--- config.mk ---
export PLATFORM = sky130hd
export DESIGN_NAME = key_scan_debounce
export DESIGN_NICKNAME = d
export VERILOG_FILES = /design/src/rtl/key_pkg.sv /design/src/rtl/key_channel.sv /design/src/rtl/key_scan_debounce.sv
export SDC_FILE = /design/constraint.sdc
export NUM_CORES = 1
export LEC_CHECK = 0
export BUFFER_PORTS_ARGS = -buffer_cell sky130_fd_sc_hd__buf_4
export CAP_MARGIN = 15
export CORE_ASPECT_RATIO = 0.6
export CORE_UTILIZATION = 45
export CTS_BUF_LIST = sky130_fd_sc_hd__clkbuf_4
export DETAILED_ROUTE_END_ITERATION = 16
export HOLD_SLACK_MARGIN = 0.06
export SLEW_MARGIN = 40
export SYNTH_ARGS = -nofsm -noshare
export SYNTH_HDL_FRONTEND = slang
export SYNTH_SLANG_ARGS = --single-unit
--- constraint.sdc ---
create_clock -name clk -period 2.25 [get_ports clk]
set_clock_uncertainty 0.1 [all_clocks]
set_input_delay 0.225 -clock clk [delete_from_list [all_inputs] [get_ports clk]]
set_output_delay 0.225 -clock clk [all_outputs]
set_load 0.01 [all_outputs]
--- src/rtl/key_pkg.sv ---
// Shared constants and sizing helper for the key conditioning channels.
package key_pkg;

  localparam int DEB_CNT_20MS_50MHZ = 1000000;
  localparam int LONG_CNT_1S_50MHZ  = 50000000;

  // Counter width able to hold values 0..n-1, never narrower than one bit.
  function automatic int cnt_width(input int n);
    return (n <= 2) ? 1 : $clog2(n);
  endfunction

endpackage

--- src/rtl/key_channel.sv ---
// One key: two-flop synchroniser, restartable debounce window, press/release
// pulses and a once-per-press long-hold pulse.
module key_channel
  import key_pkg::*;
#(
  parameter bit ACTIVE_LOW = 1'b1,
  parameter int DEB_CNT    = DEB_CNT_20MS_50MHZ,
  parameter int LONG_CNT   = LONG_CNT_1S_50MHZ
) (
  input  logic clk,
  input  logic rst_n,
  input  logic key_raw,
  output logic key_state,
  output logic key_press,
  output logic key_release,
  output logic key_long
);

  localparam int DEB_W  = cnt_width(DEB_CNT);
  localparam int HOLD_W = cnt_width(LONG_CNT + 1);

  localparam logic              RELEASED  = ACTIVE_LOW;
  localparam logic [DEB_W-1:0]  DEB_LAST  = DEB_W'(DEB_CNT - 1);
  localparam logic [HOLD_W-1:0] HOLD_MAX  = HOLD_W'(LONG_CNT);
  localparam logic [HOLD_W-1:0] HOLD_PRE  = HOLD_W'(LONG_CNT - 1);

  logic              sync_p0;
  logic              sync_p1;
  logic              s;
  logic              accept;
  logic [DEB_W-1:0]  deb_cnt;
  logic [HOLD_W-1:0] hold_cnt;
  logic              long_done;

  // Stage p0/p1: synchroniser, resting at the released raw level.
  always_ff @(posedge clk or negedge rst_n) begin
    if (!rst_n) begin
      sync_p0 <= RELEASED;
      sync_p1 <= RELEASED;
    end else begin
      sync_p0 <= key_raw;
      sync_p1 <= sync_p0;
    end
  end

  assign s      = sync_p1 ^ RELEASED;
  assign accept = (s != key_state) && (deb_cnt == DEB_LAST);

  // Debounce: any agreement with the current level restarts the window.
  always_ff @(posedge clk or negedge rst_n) begin
    if (!rst_n) begin
      deb_cnt     <= '0;
      key_state   <= 1'b0;
      key_press   <= 1'b0;
      key_release <= 1'b0;
    end else begin
      key_press   <= accept &&  s;
      key_release <= accept && !s;
      if (s == key_state) begin
        deb_cnt <= '0;
      end else if (accept) begin
        key_state <= s;
        deb_cnt   <= '0;
      end else begin
        deb_cnt <= deb_cnt + 1'b1;
      end
    end
  end

  // Hold timer: a release accepted on the same edge suppresses the long pulse.
  always_ff @(posedge clk or negedge rst_n) begin
    if (!rst_n) begin
      hold_cnt  <= '0;
      long_done <= 1'b0;
      key_long  <= 1'b0;
    end else begin
      key_long <= 1'b0;
      if (accept) begin
        hold_cnt  <= '0;
        long_done <= 1'b0;
      end else if (key_state) begin
        if (hold_cnt != HOLD_MAX) hold_cnt <= hold_cnt + 1'b1;
        if ((hold_cnt == HOLD_PRE) && !long_done) begin
          key_long  <= 1'b1;
          long_done <= 1'b1;
        end
      end
    end
  end

endmodule

--- src/rtl/key_scan_debounce.sv ---
// Multi-key conditioning: N_KEYS independent key_channel instances side by side.
module key_scan_debounce
  import key_pkg::*;
#(
  parameter int N_KEYS     = 4,
  parameter bit ACTIVE_LOW = 1'b1,
  parameter int DEB_CNT    = DEB_CNT_20MS_50MHZ,
  parameter int LONG_CNT   = LONG_CNT_1S_50MHZ
) (
  input  logic              clk,
  input  logic              rst_n,
  input  logic [N_KEYS-1:0] key_in,
  output logic [N_KEYS-1:0] key_state,
  output logic [N_KEYS-1:0] key_press,
  output logic [N_KEYS-1:0] key_release,
  output logic [N_KEYS-1:0] key_long
);

  for (genvar i = 0; i < N_KEYS; i++) begin : g_ch
    key_channel #(
      .ACTIVE_LOW (ACTIVE_LOW),
      .DEB_CNT    (DEB_CNT),
      .LONG_CNT   (LONG_CNT)
    ) u_ch (
      .clk         (clk),
      .rst_n       (rst_n),
      .key_raw     (key_in[i]),
      .key_state   (key_state[i]),
      .key_press   (key_press[i]),
      .key_release (key_release[i]),
      .key_long    (key_long[i])
    );
  end

endmodule
* Word level (Yosys, flattened, before mapping)
Cells that the tools add are included.
Cells by class: add/sub/neg operators 8, equal/unequal tests 20, muxes and demuxes 44, bitwise logic cells 8, reduce and logical (&&, ||, !) cells 44
Operators with widths (count):
- $mux W26 | 12
- $mux W20 | 8
- $add A26 B1 Y26 const B | 4
- $eq A26 B26 Y1 const B | 4
- $ne A26 B26 Y1 const B | 4
- $add A20 B1 Y20 const B | 4
- $eq A20 B20 Y1 const B | 4
- $mux W1 | 24
- $reduce_and A2 Y1 | 12
- $reduce_bool A2 Y1 | 12
- $logic_and A1 B1 Y1 | 16
- $not A1 Y1 | 8
- $eq A1 B1 Y1 | 4
- $logic_not A1 Y1 | 4
- $ne A1 B1 Y1 | 4
Word-level totals: register bits 212, input port bits 6, output and inout port bits 16, word-level logic and storage cells 160

* Logic depth before layout (Yosys ltp)
Gate-level depths: netlist of run 1.
word-level depth 5, mapped depth 7, mapped depth without buffers 7

* Modules after synthesis
A second synthesis of run 1 with hierarchy kept.
Unflattened totals: cell total of the unflattened synthesis 1112, area total of the unflattened synthesis 10760.3 µm²
By module, submodules not included:
- key_channel | instances 4, cells an instance 278, area an instance 2690.1 µm², seq. area each 1328.8 µm²

* Worst setup path before layout of run 1
OpenSTA, ideal clock, no wires.
kind register -> register, start reg g_ch[1].u_ch.hold_cnt[18], end reg g_ch[1].u_ch.long_done, setup time 75 ps, arrival 1999 ps, required time 2075 ps, setup slack 76 ps, stages on the path, launching flop included 5, path buffers 0, clock period less this slack 2174 ps, path through dfrtp_1 or4b_1 or4_4 or4_4 a21oi_2
Between the ends: longest elaborated chain between the ends 4
Ends and longest elaborated chain:
- start, declared | line key_channel.sv:32 | logic [HOLD_W-1:0] hold_cnt;
- start signal, assigned | line key_channel.sv:82 | if (hold_cnt != HOLD_MAX) hold_cnt <= hold_cnt + 1'b1;
- $eq A26 B26 Y1 | line key_channel.sv:83 | if ((hold_cnt == HOLD_PRE) && !long_done) begin
- $logic_and A1 B1 Y1 | line key_channel.sv:83
- $reduce_bool A2 Y1 (no source line)
- $reduce_and A2 Y1 (no source line)
- end signal, assigned | line key_channel.sv:74 | long_done <= 1'b0;
- end signal, assigned | line key_channel.sv:80 | long_done <= 1'b0;
- end signal, assigned | line key_channel.sv:85 | long_done <= 1'b1;
- end, declared | line key_channel.sv:33 | logic long_done;
Every way passes these cells. A chain may end at the register's enable or synchronous reset.

* Worst setup path after layout of run 1
Same ends and word-level chain as after synthesis.

==> metrics, run 1 <==
Syn-to-layout area delta=15.5%; ys async rst share=100%; Critical Path End Type=flip-flop; RSZ-0062 raised after global routing=false; DRC viols=0; Crit-path slowest cell=or4b_1; slew margin rel.=60.3%; Total Wirelength=19,800 microns; Core Region=22,200 sq um; fin crit share=94.7%; post-placement setup slack=0.0500 ns; Fill cells=2,080; Final ANT Viol Nets=0; number of global-route vias before repair=7,106; average size of a mapped cell=9.79 sq um; status=complete, no violations; Post-Syn Instances=1,045; Vias/cell=4.95; Post-CTS Setup Repair Bufs=0; initial antenna violation count=1; slowest stage delay, CP=0.51 ns; YS warnings=0; first-pass iteration count of the detailed router=5; Boundary Pins=22; PD cells=627 nW/um^2; VDD IR max=0.000256 V; Global Route Usage Sum=18.3%; max-cap violation count=0; Final Power=7.40 mW; Synth Net Count=1,063; reg2reg start=g_ch[1].u_ch.hold_cnt[18]$_DFFE_PN0P_; critical path class=flip-flop to flip-flop; Initial Utilization=46.1%; setup slack after layout=0.120 ns; Setup violations, final=0; flops & latches, synth=212; nets@finish=1,145; Max Root-Sink Buffers=3; Top FF cell, synth=dfrtp_1; first-pass GRT wire length=35,100 microns; Hold Path Origin=g_ch[3].u_ch.sync_p0$_DFF_PN1_; CP arrival=2.62 ns; WP data required=2.74 ns; Std-Cell Rows=42; Crit path max-delay family=simple AND/OR/NAND/NOR gates; CP dominant cell by count=or4_4; Hold WS=0.249 ns; Num CTS Buffers=53; CP Cell Sequence=or4b_1 > or4_4 > or4_4 > a21oi_2; endpoints failing hold=0; Buffers on Ports=21; Die Area=23,400 sq um; Iter 0 DRT Violations=499; Non-Filler Instances=1,479; DIE WIDTH=197 microns; count of cell types in the netlist=46; largest net degree at the start of global routing=52; clock-pin slew on the worst setup and hold paths=0.07 ns; Setup Total Neg Slack=0 ns; Tightest Pin Transition=0.590 ns; Root Driver=clkbuf_4; Max FO, Critical Path=4; number of enable flip-flop cells after synthesis=0; HP Class=flip-flop to flip-flop; Critical path origin=g_ch[1].u_ch.hold_cnt[18]$_DFFE_PN0P_; Max Fclk=469 MHz; CTS Sinks=212; drt wl/cell=13.4 microns; CP Launch Type=flip-flop; buffers and inverters on the worst path=0; H-tree Lvls=2; Mapped Area=10,200 sq um; grt total ovfl=0; Pins Over Slew Limit=0; Tmin final=2.13 ns; TritonCTS clock tree=built; Clk Latency, worst-skew pair=0.66 ns; Routability Congestion=0.809; Leakage=5.35 nW; post-synthesis sequential area ratio=52.0%; Die Y=119 microns; share of cells above drive strength 1=15.4%; reg-to-reg setup timing slack=0.12 ns; vias=7,327; placed cells=1,369; hpwl dp=12,800 microns
-- where the power goes --
group | switching, mW | internal, mW | leakage, nW
registers | 0.0233 | 3.84 | 2.93
logic | 0.119 | 0.0623 | 1.99
clock network | 1.57 | 1.79 | 0.432
total | 1.71 | 5.69 | 5.35
-- placed cells by master, fill, tap and decap left out, types with 4 or more instances in the layout --
cell type,netlist,layout
nand4_1,52,52
and3_1,31,31
nor3b_1,4,4
clkbuf_4,0,90
dlygate4sd3_1,0,10
o21bai_1,5,5
nor4_1,16,16
nand2_1,57,57
xnor2_1,73,73
dfstp_2,8,8
or3_1,4,4
xor2_1,99,99
nor2_1,218,216
nor3_1,30,28
nand2b_1,4,4
buf_12,0,7
dfrtp_1,204,204
a21oi_1,7,7
mux2i_1,4,4
nor4b_1,9,9
o21ai_0,5,5
and4_1,9,9
inv_1,30,30
buf_4,16,52
ha_1,12,12
nand3_1,76,76
clkinv_1,0,6
or4_1,7,7
and2_1,7,7
-- metal layers --
| metal | GRT usage, % | wire [microns] | vias up |
|---|---|---|---|
| li1 | - | - | 3739 |
| met1 | 30.1 | 11300 | 3434 |
| met2 | 22.5 | 7260 | 122 |
| met3 | 4.65 | 938 | 32 |
| met4 | 5.91 | 312 | 0 |
| met5 | 0 | 0 | - |
-- through the flow --
| stage | utilization [%] | cell area, sq um |
|---|---|---|
| finish | 53.2 | 11800 |
| global route | 53.2 | 11800 |
| CTS | 53.1 | 11800 |
| detailed placement | 49.3 | 10900 |
| global placement | 49.3 | 10900 |
| floorplan | - | 10200 |
-- state kept, by name (all words and copies together) (netlist names) --
name	count
g_ch.u_ch.sync_p0	4
g_ch.u_ch.key_press	4
g_ch.u_ch.deb_cnt	80
g_ch.u_ch.key_long	4
g_ch.u_ch.long_done	4
g_ch.u_ch.hold_cnt	104
g_ch.u_ch.key_release	4
g_ch.u_ch.key_state	4
g_ch.u_ch.sync_p1	4
-- worst paths after layout --
| check | to | cells past startpoint |
|---|---|---|
| worst min register to register | g_ch[3].u_ch.sync_p1$_DFF_PN1_ | 0 |
| max in group asynchronous | g_ch[3].u_ch.sync_p0$_DFF_PN1_ | 4 |
| worst max-delay path | g_ch[1].u_ch.long_done$_DFFE_PN0P_ | 4 |
| worst max register to register | g_ch[1].u_ch.long_done$_DFFE_PN0P_ | 4 |
| min in group asynchronous | g_ch[0].u_ch.sync_p1$_DFF_PN1_ | 3 |
| worst min-delay path | g_ch[3].u_ch.sync_p1$_DFF_PN1_ | 0 |
-- synth_stat cells, drive strengths merged (9+ instances only) --
| cell type | count | share of area (%) |
|---|---|---|
| xor2 | 99 | 8.5 |
| and3 | 33 | 2.0 |
| nor4b | 9 | 0.77 |
| buf | 17 | 1.2 |
| nand3 | 76 | 3.7 |
| dfrtp | 204 | 50 |
| inv | 30 | 1.1 |
| and4 | 9 | 0.77 |
| nand4 | 52 | 3.2 |
| nor2 | 218 | 8.0 |
| xnor2 | 73 | 6.3 |
| nor3 | 31 | 1.6 |
| nor4 | 19 | 1.3 |
| or4 | 9 | 0.73 |
| nand2 | 57 | 2.1 |
| clkbuf | 27 | 0.99 |
| ha | 12 | 1.5 |
-- logic make-up after synthesis --
| group | Yosys count | synth area share, % |
|---|---|---|
| flip-flops | 212 | 52.0 |
| AND/OR/NAND/NOR | 544 | 26.4 |
| adder cells (fa/ha/maj) | 12 | 1.47 |
| XOR/XNOR | 172 | 14.7 |
| buffers and inverters | 74 | 3.32 |
| AO/OA/AOI/OAI | 27 | 1.75 |
| multiplexers | 4 | 0.392 |
-- area by class of cell --
class / instances / area [sq um] / area share [%]
Tap cell: 308 / 385 / 3.26
Sequential cell: 212 / 5320 / 45.0
Antenna cell: 1 / 2.50 / 0.0212
Timing Repair Buffer: 71 / 673 / 5.70
Clock inverter: 8 / 31.3 / 0.265
Multi-Input combinational cell: 759 / 4610 / 39.1
Clock buffer: 90 / 676 / 5.72
Inverter: 30 / 113 / 0.954
-- repair_timing --
item	4_1_cts	5_1_grt
resized for setup	0	5
hold endpoints to repair	214	0
hold buffers	11	0
setup endpoints to repair	0	6
Power figures use the tool's default switching activity.
==> inputs of run 2 (changes only) <==
--- a/config.mk
+++ b/config.mk
@@ -15,4 +15,5 @@
 export SLEW_MARGIN = 40
 export SYNTH_ARGS = -nofsm -noshare
 export SYNTH_HDL_FRONTEND = slang
+export SYNTH_HIERARCHICAL = 1
 export SYNTH_SLANG_ARGS = --single-unit
==> run 2 against run 1 <==
  * Worst setup slack better by 0.016 ns
  * Largest cell class unchanged
  * Core utilization hardly changed
  * Flip-flop and latch count stayed put
  * Fmax is 0.77% higher
  * Cell area is 5.0% higher
  * Critical path depth stayed put
==> metrics, run 2 <==
status=complete, no violations; Max FO, Critical Path=14; Synth top area share=47.4%; post-placement setup slack=0.0457 ns; CTS Sinks=212; largest net degree at the start of global routing=74; R2R cell count=4; endpoints failing hold=0; Setup Total Neg Slack=0 ns; Top FF cell, synth=dfrtp_1; share of cells above drive strength 1=15.4%; Std-Cell Rows=43; HP Class=flip-flop to flip-flop; Mapped Area=10,800 sq um; number of enable flip-flop cells after synthesis=0; setup slack after layout=0.136 ns; Iter 0 DRT Violations=654; Max Fclk=473 MHz; Boundary Pins=22; Post-Syn Instances=1,112; initial antenna violation count=1; post-synth top area cell=dfrtp_1; post-synthesis sequential area ratio=49.4%; number of global-route vias before repair=7,928; first-pass GRT wire length=39,400 microns; reg-to-reg endpoint=g_ch[1].u_ch/hold_cnt[25]$_DFFE_PN0P_; critical path class=flip-flop to flip-flop; buffers and inverters on the worst path=0; largest cells by area after synthesis=dfrtp_1 (47%), xnor2_1 (6.8%), nor2_1 (4.2%); CP arrival=2.61 ns; Top Registers=g_ch.u_ch/hold_cnt: 104 flops, g_ch.u_ch/deb_cnt: 80 flops; Syn-to-layout area delta=15.2%; PD cells=588 nW/um^2; drt wl/cell=14.5 microns; vias=8,620; Routability Congestion=0.816; Critical Path End Type=flip-flop; Global Route Usage Sum=19.4%; placed cells=1,458; Leakage=4.87 nW; Crit-path slowest cell=or4_4; Total Wirelength=22,700 microns; first-pass iteration count of the detailed router=5; Root Driver=clkbuf_4; ys async rst share=100%; DRC viols=0; Tmin final=2.11 ns; hpwl dp=14,900 microns; Non-Filler Instances=1,567; count of cell types in the netlist=38; CP Capture Point=g_ch[1].u_ch/hold_cnt[25]$_DFFE_PN0P_; WP data required=2.75 ns; YS warnings=6; Crit path max-delay family=simple AND/OR/NAND/NOR gates; clock-pin slew on the worst setup and hold paths=0.07 ns; reg2reg start=g_ch[1].u_ch/hold_cnt[3]$_DFFE_PN0P_; Core Region=23,300 sq um; CP Launch Type=flip-flop; average size of a mapped cell=9.68 sq um; max-cap violation count=0; Hold WS=0.246 ns; commonest cells in the synthesized netlist=dfrtp_1 (204), nor2_1 (120), xnor2_1 (84), a21oi_1 (80), o21ai_0 (60); Largest register FFs=104; Die Y=122 microns; Buffers on Ports=21; Vias/cell=5.50; nets@finish=1,226; commonest non-fill, non-tap cell in the layout=dfrtp_1; RSZ-0062 raised after global routing=false; CP Cell Sequence=nand3_4 > or4_4 > or4_1 > a21oi_1; VDD IR max=0.000318 V; Final Power=7.28 mW; Num CTS Buffers=53; Tightest Pin Transition=0.617 ns; most frequent cell after synthesis=dfrtp_1; H-tree Lvls=2; Biggest register=g_ch.u_ch/hold_cnt; Critical Path Stages=4; slew margin rel.=58.9%; flops & latches, synth=212; slowest stage delay, CP=0.65 ns; Final ANT Viol Nets=0; TritonCTS clock tree=built; Critical path origin=g_ch[1].u_ch/hold_cnt[3]$_DFFE_PN0P_; Setup violations, final=0; Clk Latency, worst-skew pair=0.68 ns; Synth Net Count=1,130; Max Root-Sink Buffers=3; reg-to-reg setup timing slack=0.14 ns; grt total ovfl=0; most frequent cells in the layout=dfrtp_1 (204), nor2_1 (120), xnor2_1 (84); Initial Utilization=46.2%; DIE WIDTH=202 microns; Die Area=24,600 sq um; Pins Over Slew Limit=0; fin crit share=94.0%
==> run 2: layer usage <==
| layer | GRT usage [%] | part of all wire, % | vias to the layer above |
|---|---|---|---|
| met1 | 30.4 | 55 | 4165 |
| met4 | 5.87 | 1.2 | 0 |
| met2 | 25.7 | 39 | 143 |
| met3 | 4.79 | 4.8 | 26 |
| met5 | 0 | 0 | - |
| li1 | - | - | 4286 |
==> run 2: repair_timing <==
action | CTS | global route
resized for setup | 0 | 5
endpoints found under the setup margin | 0 | 25
hold buffers | 10 | 0
buffers inserted | 0 | 0
endpoints found under the hold margin | 212 | 0
==> run 2: layout make-up <==
cell class,instances,area [sq um]
clock inverters,16,66.3
inverters,48,180
fillers,2135,10900
flip-flops and latches,212,5320
clock buffers,82,616
diodes,1,2.50
repair buffers,81,741
multi-input cells,812,5080
well taps,315,394
==> run 2: stage by stage <==
| step | util (%) | area (sq um) |
|---|---|---|
| 2_1_floorplan | - | 10800 |
| 3_3_place_gp | 49.7 | 11600 |
| 3_5_place_dp | 49.7 | 11600 |
| 4_1_cts | 53.1 | 12400 |
| 5_1_grt | 53.2 | 12400 |
| 6_report | 53.2 | 12400 |
==> run 2: logic make-up (layout without fill, tap and decap cells) <==
logic type / count (synthesis) / in the layout / share of synthesized area [%]
buf+inv: 88 / 227 / 3.63
mux: 16 / 16 / 1.49
other cells: 0 / 1 / 0
compound gates: 196 / 196 / 10.3
xor+xnor: 96 / 96 / 7.81
fa+ha+maj: 12 / 12 / 1.40
flops: 212 / 212 / 49.4
simple gates: 492 / 492 / 26.0
==> run 2: where the power goes <==
group	internal [mW]	total [mW]	switching, mW
registers	3.84	3.86	0.0219
clock network	1.66	3.24	1.58
logic	0.0595	0.179	0.120
==> run 2: worst min path at each step <==
stage / from / to / depth (start not counted)
global placement: rst_n / g_ch[2].u_ch/key_long$_DFF_PN0_ / 1
global route: g_ch[2].u_ch/sync_p0$_DFF_PN1_ / g_ch[2].u_ch/sync_p1$_DFF_PN1_ / 0
finish: g_ch[2].u_ch/sync_p0$_DFF_PN1_ / g_ch[2].u_ch/sync_p1$_DFF_PN1_ / 0
detailed placement: rst_n / g_ch[2].u_ch/key_long$_DFF_PN0_ / 1
floorplan: rst_n / g_ch[0].u_ch/deb_cnt[0]$_DFF_PN0_ / 0
CTS: g_ch[2].u_ch/sync_p0$_DFF_PN1_ / g_ch[2].u_ch/sync_p1$_DFF_PN1_ / 0
